[config.mk]
export PLATFORM = sky130hd
export DESIGN_NAME = arb_vc_dest_flat
export DESIGN_NICKNAME = d
export VERILOG_FILES = /design/src/rtl/arb_vc_dest_pkg.sv /design/src/rtl/arb_vc_dest_if.sv /design/src/rtl/arb_vc_dest_vc_elig.sv /design/src/rtl/arb_vc_dest.sv /design/src/flat_wrapper.sv
export SDC_FILE = /design/constraint.sdc
export NUM_CORES = 1
export LEC_CHECK = 0
export CAP_MARGIN = 20
export CORE_MARGIN = 5
export CORE_UTILIZATION = 29
export DETAILED_ROUTE_END_ITERATION = 12
export MAX_ROUTING_LAYER = met4
export PLACE_DENSITY = 0.61
export SYNTH_ARGS = -nofsm -noshare
export SYNTH_HDL_FRONTEND = slang
export SYNTH_SLANG_ARGS = --single-unit
[constraint.sdc]
create_clock -name clk -period 1.9 [get_ports clk]
set_input_delay 0.38 -clock clk [delete_from_list [all_inputs] [get_ports clk]]
set_output_delay 0.38 -clock clk [all_outputs]
set_load 0.01 [all_outputs]
[src/rtl/arb_vc_dest_pkg.sv]
// Shared definitions for the VC-to-destination weighted round-robin scheduler.
package arb_vc_dest_pkg;

  // Which VC currently owns the round-robin turn.
  typedef enum logic {
    TURN_VC0 = 1'b0,
    TURN_VC1 = 1'b1
  } owner_e;

  // Default word bit that selects the destination FIFO (0 -> D0, 1 -> D1).
  localparam int DEST_BIT_DEF = 4;

  // Width of the per-turn grant counter; weights are limited to 1..15.
  localparam int CNT_W = 4;

  // The VC that is not the current owner.
  function automatic owner_e other_vc(input owner_e owner);
    owner_e res;
    case (owner)
      TURN_VC0: res = TURN_VC1;
      TURN_VC1: res = TURN_VC0;
      default:  res = TURN_VC0;
    endcase
    return res;
  endfunction

endpackage

[src/rtl/arb_vc_dest_if.sv]
// Bundle of VC FIFO heads, destination back-pressure, pops and the demux feed.
interface arb_vc_dest_if #(
  parameter int BW = 6
);
  logic          vc0_empty;
  logic [BW-1:0] vc0_data;
  logic          vc1_empty;
  logic [BW-1:0] vc1_data;
  logic          d0_afull;
  logic          d1_afull;
  logic          vc0_pop;
  logic          vc1_pop;
  logic [BW-1:0] data_out;
  logic          valid_out;

  // Scheduler side: consumes FIFO heads and back-pressure, drives pops and data.
  modport master (
    input  vc0_empty, vc0_data, vc1_empty, vc1_data, d0_afull, d1_afull,
    output vc0_pop, vc1_pop, data_out, valid_out
  );

  // Environment side: FIFOs and demux.
  modport slave (
    output vc0_empty, vc0_data, vc1_empty, vc1_data, d0_afull, d1_afull,
    input  vc0_pop, vc1_pop, data_out, valid_out
  );
endinterface

[src/rtl/arb_vc_dest_vc_elig.sv]
// Per-VC eligibility: head word present and its destination not almost-full.
module vc_elig
  import arb_vc_dest_pkg::*;
#(
  parameter int BW       = 6,
  parameter int DEST_BIT = DEST_BIT_DEF
) (
  input  logic          empty,
  input  logic [BW-1:0] data,
  input  logic          d0_afull,
  input  logic          d1_afull,
  output logic          elig
);

  logic dst_afull_s;

  // Select the back-pressure of the destination this head word is heading to.
  always_comb begin
    dst_afull_s = 1'b0;
    if (data[DEST_BIT]) begin
      dst_afull_s = d1_afull;
    end else begin
      dst_afull_s = d0_afull;
    end
    elig = !empty && !dst_afull_s;
  end

endmodule

[src/rtl/arb_vc_dest.sv]
// Weighted round-robin scheduler from VC0/VC1 FIFOs into the destination demux.
module arb_vc_dest
  import arb_vc_dest_pkg::*;
#(
  parameter int BW       = 6,
  parameter int DEST_BIT = DEST_BIT_DEF,
  parameter int WEIGHT0  = 3,
  parameter int WEIGHT1  = 1
) (
  input  logic          clk,
  input  logic          reset,
  arb_vc_dest_if.master bus
);

  localparam logic [CNT_W-1:0] W0_C = CNT_W'(WEIGHT0);
  localparam logic [CNT_W-1:0] W1_C = CNT_W'(WEIGHT1);

  logic             elg0_s;
  logic             elg1_s;
  owner_e           owner_q, owner_d;
  logic [CNT_W-1:0] cnt_q, cnt_d;
  logic [BW-1:0]    data_q, data_d;
  logic             valid_q, valid_d;
  logic             pop0_s, pop1_s;
  logic [CNT_W-1:0] w_own_s;
  logic             elg_own_s, elg_oth_s;
  logic             grant_own_s, grant_oth_s;

  vc_elig #(.BW(BW), .DEST_BIT(DEST_BIT)) u_elig0 (
    .empty    (bus.vc0_empty),
    .data     (bus.vc0_data),
    .d0_afull (bus.d0_afull),
    .d1_afull (bus.d1_afull),
    .elig     (elg0_s)
  );

  vc_elig #(.BW(BW), .DEST_BIT(DEST_BIT)) u_elig1 (
    .empty    (bus.vc1_empty),
    .data     (bus.vc1_data),
    .d0_afull (bus.d0_afull),
    .d1_afull (bus.d1_afull),
    .elig     (elg1_s)
  );

  // Grant decision, pops and next turn state; the counter saturates at the
  // owner's weight so an unchallenged owner keeps the bus indefinitely.
  always_comb begin
    owner_d     = owner_q;
    cnt_d       = cnt_q;
    pop0_s      = 1'b0;
    pop1_s      = 1'b0;
    w_own_s     = W0_C;
    elg_own_s   = 1'b0;
    elg_oth_s   = 1'b0;
    grant_own_s = 1'b0;
    grant_oth_s = 1'b0;

    case (owner_q)
      TURN_VC0: begin
        w_own_s   = W0_C;
        elg_own_s = elg0_s;
        elg_oth_s = elg1_s;
      end
      TURN_VC1: begin
        w_own_s   = W1_C;
        elg_own_s = elg1_s;
        elg_oth_s = elg0_s;
      end
      default: begin
        w_own_s   = W0_C;
        elg_own_s = 1'b0;
        elg_oth_s = 1'b0;
      end
    endcase

    grant_own_s = elg_own_s && ((cnt_q < w_own_s) || !elg_oth_s);
    grant_oth_s = !grant_own_s && elg_oth_s;

    if (reset) begin
      pop0_s = 1'b0;
      pop1_s = 1'b0;
    end else if (grant_own_s) begin
      cnt_d  = (cnt_q < w_own_s) ? (cnt_q + 4'd1) : w_own_s;
      pop0_s = (owner_q == TURN_VC0);
      pop1_s = (owner_q == TURN_VC1);
    end else if (grant_oth_s) begin
      owner_d = other_vc(owner_q);
      cnt_d   = 4'd1;
      pop0_s  = (owner_q == TURN_VC1);
      pop1_s  = (owner_q == TURN_VC0);
    end else begin
      owner_d = owner_q;
      cnt_d   = cnt_q;
    end

    valid_d = pop0_s | pop1_s;
    if (pop0_s) begin
      data_d = bus.vc0_data;
    end else if (pop1_s) begin
      data_d = bus.vc1_data;
    end else begin
      data_d = {BW{1'b0}};
    end
  end

  // Turn state and registered demux feed.
  always_ff @(posedge clk) begin
    if (reset) begin
      owner_q <= TURN_VC0;
      cnt_q   <= {CNT_W{1'b0}};
      valid_q <= 1'b0;
      data_q  <= {BW{1'b0}};
    end else begin
      owner_q <= owner_d;
      cnt_q   <= cnt_d;
      valid_q <= valid_d;
      data_q  <= data_d;
    end
  end

  assign bus.vc0_pop   = pop0_s;
  assign bus.vc1_pop   = pop1_s;
  assign bus.data_out  = data_q;
  assign bus.valid_out = valid_q;

endmodule

[src/flat_wrapper.sv]
// flat-port wrapper written by rule: the top's interface ports become plain ports
module arb_vc_dest_flat import arb_vc_dest_pkg::*;
#(
  parameter int BW       = 6,
  parameter int DEST_BIT = DEST_BIT_DEF,
  parameter int WEIGHT0  = 3,
  parameter int WEIGHT1  = 1
)
  (clk, reset, bus_vc0_empty, bus_vc0_data, bus_vc1_empty, bus_vc1_data, bus_d0_afull, bus_d1_afull, bus_vc0_pop, bus_vc1_pop, bus_data_out, bus_valid_out);
  arb_vc_dest_if #(.BW(BW)) bus_i ();
  input  logic clk;
  input  logic reset;
  input wire logic [$bits(bus_i.vc0_empty)-1:0] bus_vc0_empty;
  input wire logic [$bits(bus_i.vc0_data)-1:0] bus_vc0_data;
  input wire logic [$bits(bus_i.vc1_empty)-1:0] bus_vc1_empty;
  input wire logic [$bits(bus_i.vc1_data)-1:0] bus_vc1_data;
  input wire logic [$bits(bus_i.d0_afull)-1:0] bus_d0_afull;
  input wire logic [$bits(bus_i.d1_afull)-1:0] bus_d1_afull;
  output wire logic [$bits(bus_i.vc0_pop)-1:0] bus_vc0_pop;
  output wire logic [$bits(bus_i.vc1_pop)-1:0] bus_vc1_pop;
  output wire logic [$bits(bus_i.data_out)-1:0] bus_data_out;
  output wire logic [$bits(bus_i.valid_out)-1:0] bus_valid_out;
  assign bus_i.vc0_empty = bus_vc0_empty;
  assign bus_i.vc0_data = bus_vc0_data;
  assign bus_i.vc1_empty = bus_vc1_empty;
  assign bus_i.vc1_data = bus_vc1_data;
  assign bus_i.d0_afull = bus_d0_afull;
  assign bus_i.d1_afull = bus_d1_afull;
  assign bus_vc0_pop = bus_i.vc0_pop;
  assign bus_vc1_pop = bus_i.vc1_pop;
  assign bus_data_out = bus_i.data_out;
  assign bus_valid_out = bus_i.valid_out;
  arb_vc_dest #(.BW(BW), .DEST_BIT(DEST_BIT), .WEIGHT0(WEIGHT0), .WEIGHT1(WEIGHT1)) u_core (.clk(clk), .reset(reset), .bus(bus_i));
endmodule
==> summary.json <==
{
  "status": {"value": "complete, but fails checks"},
  "failed_checks": {"value": "negative setup slack"},
  "clock_tree_sinks": {"value": 12},
  "dp_hpwl": {"value": 1.24, "unit": "mm"},
  "clock-skew-final": {"value": 0.00287, "unit": "ns"},
  "max_freq": {"value": 474, "unit": "MHz"},
  "diodes": {"value": 0},
  "finalCriticalPeriod": {"value": 2.11, "unit": "ns"},
  "final_core_utilization": {"value": 58.7, "unit": "%"},
  "post-route-cell-area": {"value": 1050, "unit": "µm²"},
  "cts_htree_levels": {"value": 1},
  "power.total": {"value": 0.000612, "unit": "W"},
  "setup_viol": {"value": 2},
  "p_per_area": {"value": 584, "unit": "nW/µm²"},
  "fp.dieArea": {"value": 2910, "unit": "µm²"},
  "tritoncts_clock_tree": {"value": "built"},
  "gpl_wtd_cong": {"value": 0.829},
  "detailroute.via_count": {"value": 590},
  "critical_path_data_required_time": {"value": 1.52, "unit": "ns"},
  "dp_cells": {"value": 120},
  "ioPinCount": {"value": 27},
  "post_route_cells_drive_above_1_share": {"value": 34.3, "unit": "%"},
  "cts.path.max_buffers": {"value": 2},
  "commonest_non_fill_non_tap_cell_in_the_layout": {"value": "clkdlybuf4s50_1"},
  "clock_latency": {"value": 0.26, "unit": "ns"},
  "hold_buffers": {"value": 0},
  "synth.cell_area": {"value": 559, "unit": "µm²"},
  "cp_max_fo": {"value": 3},
  "tightestPinTransition": {"value": 0.340, "unit": "ns"},
  "layout.cells.most_common_list": {"value": "23 x clkdlybuf4s50_1, 19 x buf_4, 10 x dfxtp_1"},
  "synth.yosys.seq_area_share": {"value": 43.0, "unit": "%"},
  "root_buffer": {"value": "clkbuf_4"},
  "finalHoldViolations": {"value": 0},
  "worst_setup_path_start_kind": {"value": "primary input"},
  "fin_cells": {"value": 124},
  "slew_headroom": {"value": 77.3, "unit": "%"},
  "rows": {"value": 15},
  "die-height": {"value": 53.9, "unit": "µm"},
  "via_per_inst": {"value": 4.76},
  "p_leak": {"value": 0.447, "unit": "nW"},
  "antenna_left": {"value": 0},
  "cts_inserted_buffers": {"value": 3},
  "final_max_slew_viol_count": {"value": 0},
  "drtIter0Drc": {"value": 10},
  "aggregate_routed_wire_length": {"value": 1.49, "unit": "mm"},
  "detail_route.first_pass.iterations": {"value": 4},
  "drc_errors": {"value": 0},
  "timing_worst_setup_path_type": {"value": "in2out"},
  "critPathArrivalTime": {"value": 1.73, "unit": "ns"},
  "ir_drop": {"value": 0.219, "unit": "mV"},
  "placed_area": {"value": 996, "unit": "µm²"},
  "via_count_of_the_first_global_routing_pass": {"value": 615},
  "grt_start_max_net_pins": {"value": 7},
  "syn-num-nets": {"value": 72},
  "synth.lib_cells_used.distinct": {"value": 24},
  "end_kind": {"value": "primary output"},
  "die_width": {"value": 53.9, "unit": "µm"},
  "clkTransAtPathRegs": {"value": 0.07, "unit": "ns"},
  "area_delta_synth_final": {"value": 87.2, "unit": "%"},
  "postLayoutSetupSlackWorst": {"value": -0.211, "unit": "ns"},
  "worst_hold_check_slack": {"value": 0.549, "unit": "ns"},
  "ys_seq_elements": {"value": 12},
  "num-nets-final": {"value": 121},
  "grt_antenna_before_repair": {"value": 0},
  "floorplan.initialDensity": {"value": 31.4, "unit": "%"},
  "grt_usage": {"value": 13.1, "unit": "%"},
  "final_min_period_over_clock_period": {"value": 111, "unit": "%"},
  "min-delay-path-class": {"value": "reg2reg"},
  "grt_setup_unrepaired": {"value": "true"},
  "grt_overflow": {"value": 0},
  "cap_viol_max_count": {"value": 0},
  "place.port_buffers": {"value": 26},
  "detail_route.wl_per_cell": {"value": 12.0, "unit": "µm"},
  "filler_instances": {"value": 165},
  "syn_inst": {"value": 52},
  "synthesis.yosys.warnings": {"value": 0},
  "core_region_area": {"value": 1780, "unit": "µm²"},
  "grt_pass1_wl": {"value": 2.65, "unit": "mm"},
  "avgSynthCellArea": {"value": 10.8, "unit": "µm²"}
}
flip-flops by register name, indices dropped and copies added, names as in the netlist:
name / cells
u_core.cnt_q: 4
u_core.owner_q: 1
u_core.bus.valid_out: 1
u_core.bus.data_out: 6
final cells by class:
type,instances,area (µm²),share of cell area [%]
tap,25,31.3,2.99
timing repair buffer,45,392,37.4
clock buffer,3,22.5,2.15
sequential,12,243,23.2
multi-input combinational,37,352,33.6
inverter,2,7.51,0.717
critical path, stage by stage:
cell,delay (ns)
clkdlybuf4s50_1,0.43
buf_4,0.15
mux2_2,0.27
nor3_1,0.17
o31a_1,0.18
buf_2,0.14
cells in the mapped netlist:
master | number | area, µm²
dfxtp_1 | 12 | 240
nor2_1 | 7 | 26.3
a22o_1 | 6 | 52.6
mux2i_1 | 3 | 30.0
ha_1 | 2 | 25.0
inv_1 | 2 | 7.51
mux2_2 | 2 | 22.5
nor3_1 | 2 | 10.0
a2111oi_4 | 1 | 27.5
a21oi_1 | 1 | 5.00
a21oi_2 | 1 | 8.76
a2bb2oi_1 | 1 | 8.76
a311oi_1 | 1 | 8.76
a32o_1 | 1 | 10.0
a32oi_1 | 1 | 8.76
and3b_1 | 1 | 8.76
buf_1 | 1 | 3.75
nand2b_1 | 1 | 6.26
nand4b_1 | 1 | 8.76
o31a_1 | 1 | 8.76
o31ai_1 | 1 | 7.51
o32ai_1 | 1 | 8.76
or3_1 | 1 | 6.26
xnor2_1 | 1 | 8.76
final timing paths:
check | startpoint | to | slack (ns) | cells past startpoint
max reg2reg | u_core.owner_q | u_core.bus.data_out[1] | 0.13 | 7
max | bus_d1_afull | bus_vc0_pop | -0.21 | 6
min reg2reg | u_core.cnt_q[3] | u_core.cnt_q[3] | 0.55 | 1
min | u_core.cnt_q[3] | u_core.cnt_q[3] | 0.55 | 1
power by group:
part           internal (W)  switching, W  total [W]
Clock             0.0000730     0.0000747   0.000148
Combinational      0.000119     0.0000708   0.000190
Sequential         0.000267    0.00000782   0.000275
repair_timing:
| action | in CTS | in global routing |
|---|---|---|
| endpoints found under the setup margin | 2 | 10 |
| pin swaps | 4 | 3 |
| setup buffers | 1 | 0 |
| endpoints found under the hold margin | 0 | 0 |
| gates resized for setup | 13 | 3 |
per-stage QoR:
step	setup TNS [ns]	setup slack (ns)
final	-0.401	-0.211
after global routing	-0.564	-0.287
after CTS	-0.543	-0.282
after detailed placement	-3.01	-0.728
after global placement	-2.87	-0.703
after floorplan	0	0.0189
per-layer routing:
layer / track usage (%) / vias to the layer above / part of all wire (%)
li1: - / 298 / -
met1: 15.5 / 272 / 47
met2: 20.0 / 18 / 45
met3: 2.77 / 2 / 6.4
met4: 8.09 / 0 / 1.8
met5: - / - / 0
logic make-up after synthesis:
logic type                 synth area share (%)
AOI/OAI and AO/OA                          27.7
xor gates and xnor gates                   1.57
adders and majority gates                  4.47
buffers and inverters                      2.01
DFF                                        43.0
muxes                                      9.40
and+or+nand+nor                            11.9
Power figures use the tool's default switching activity.
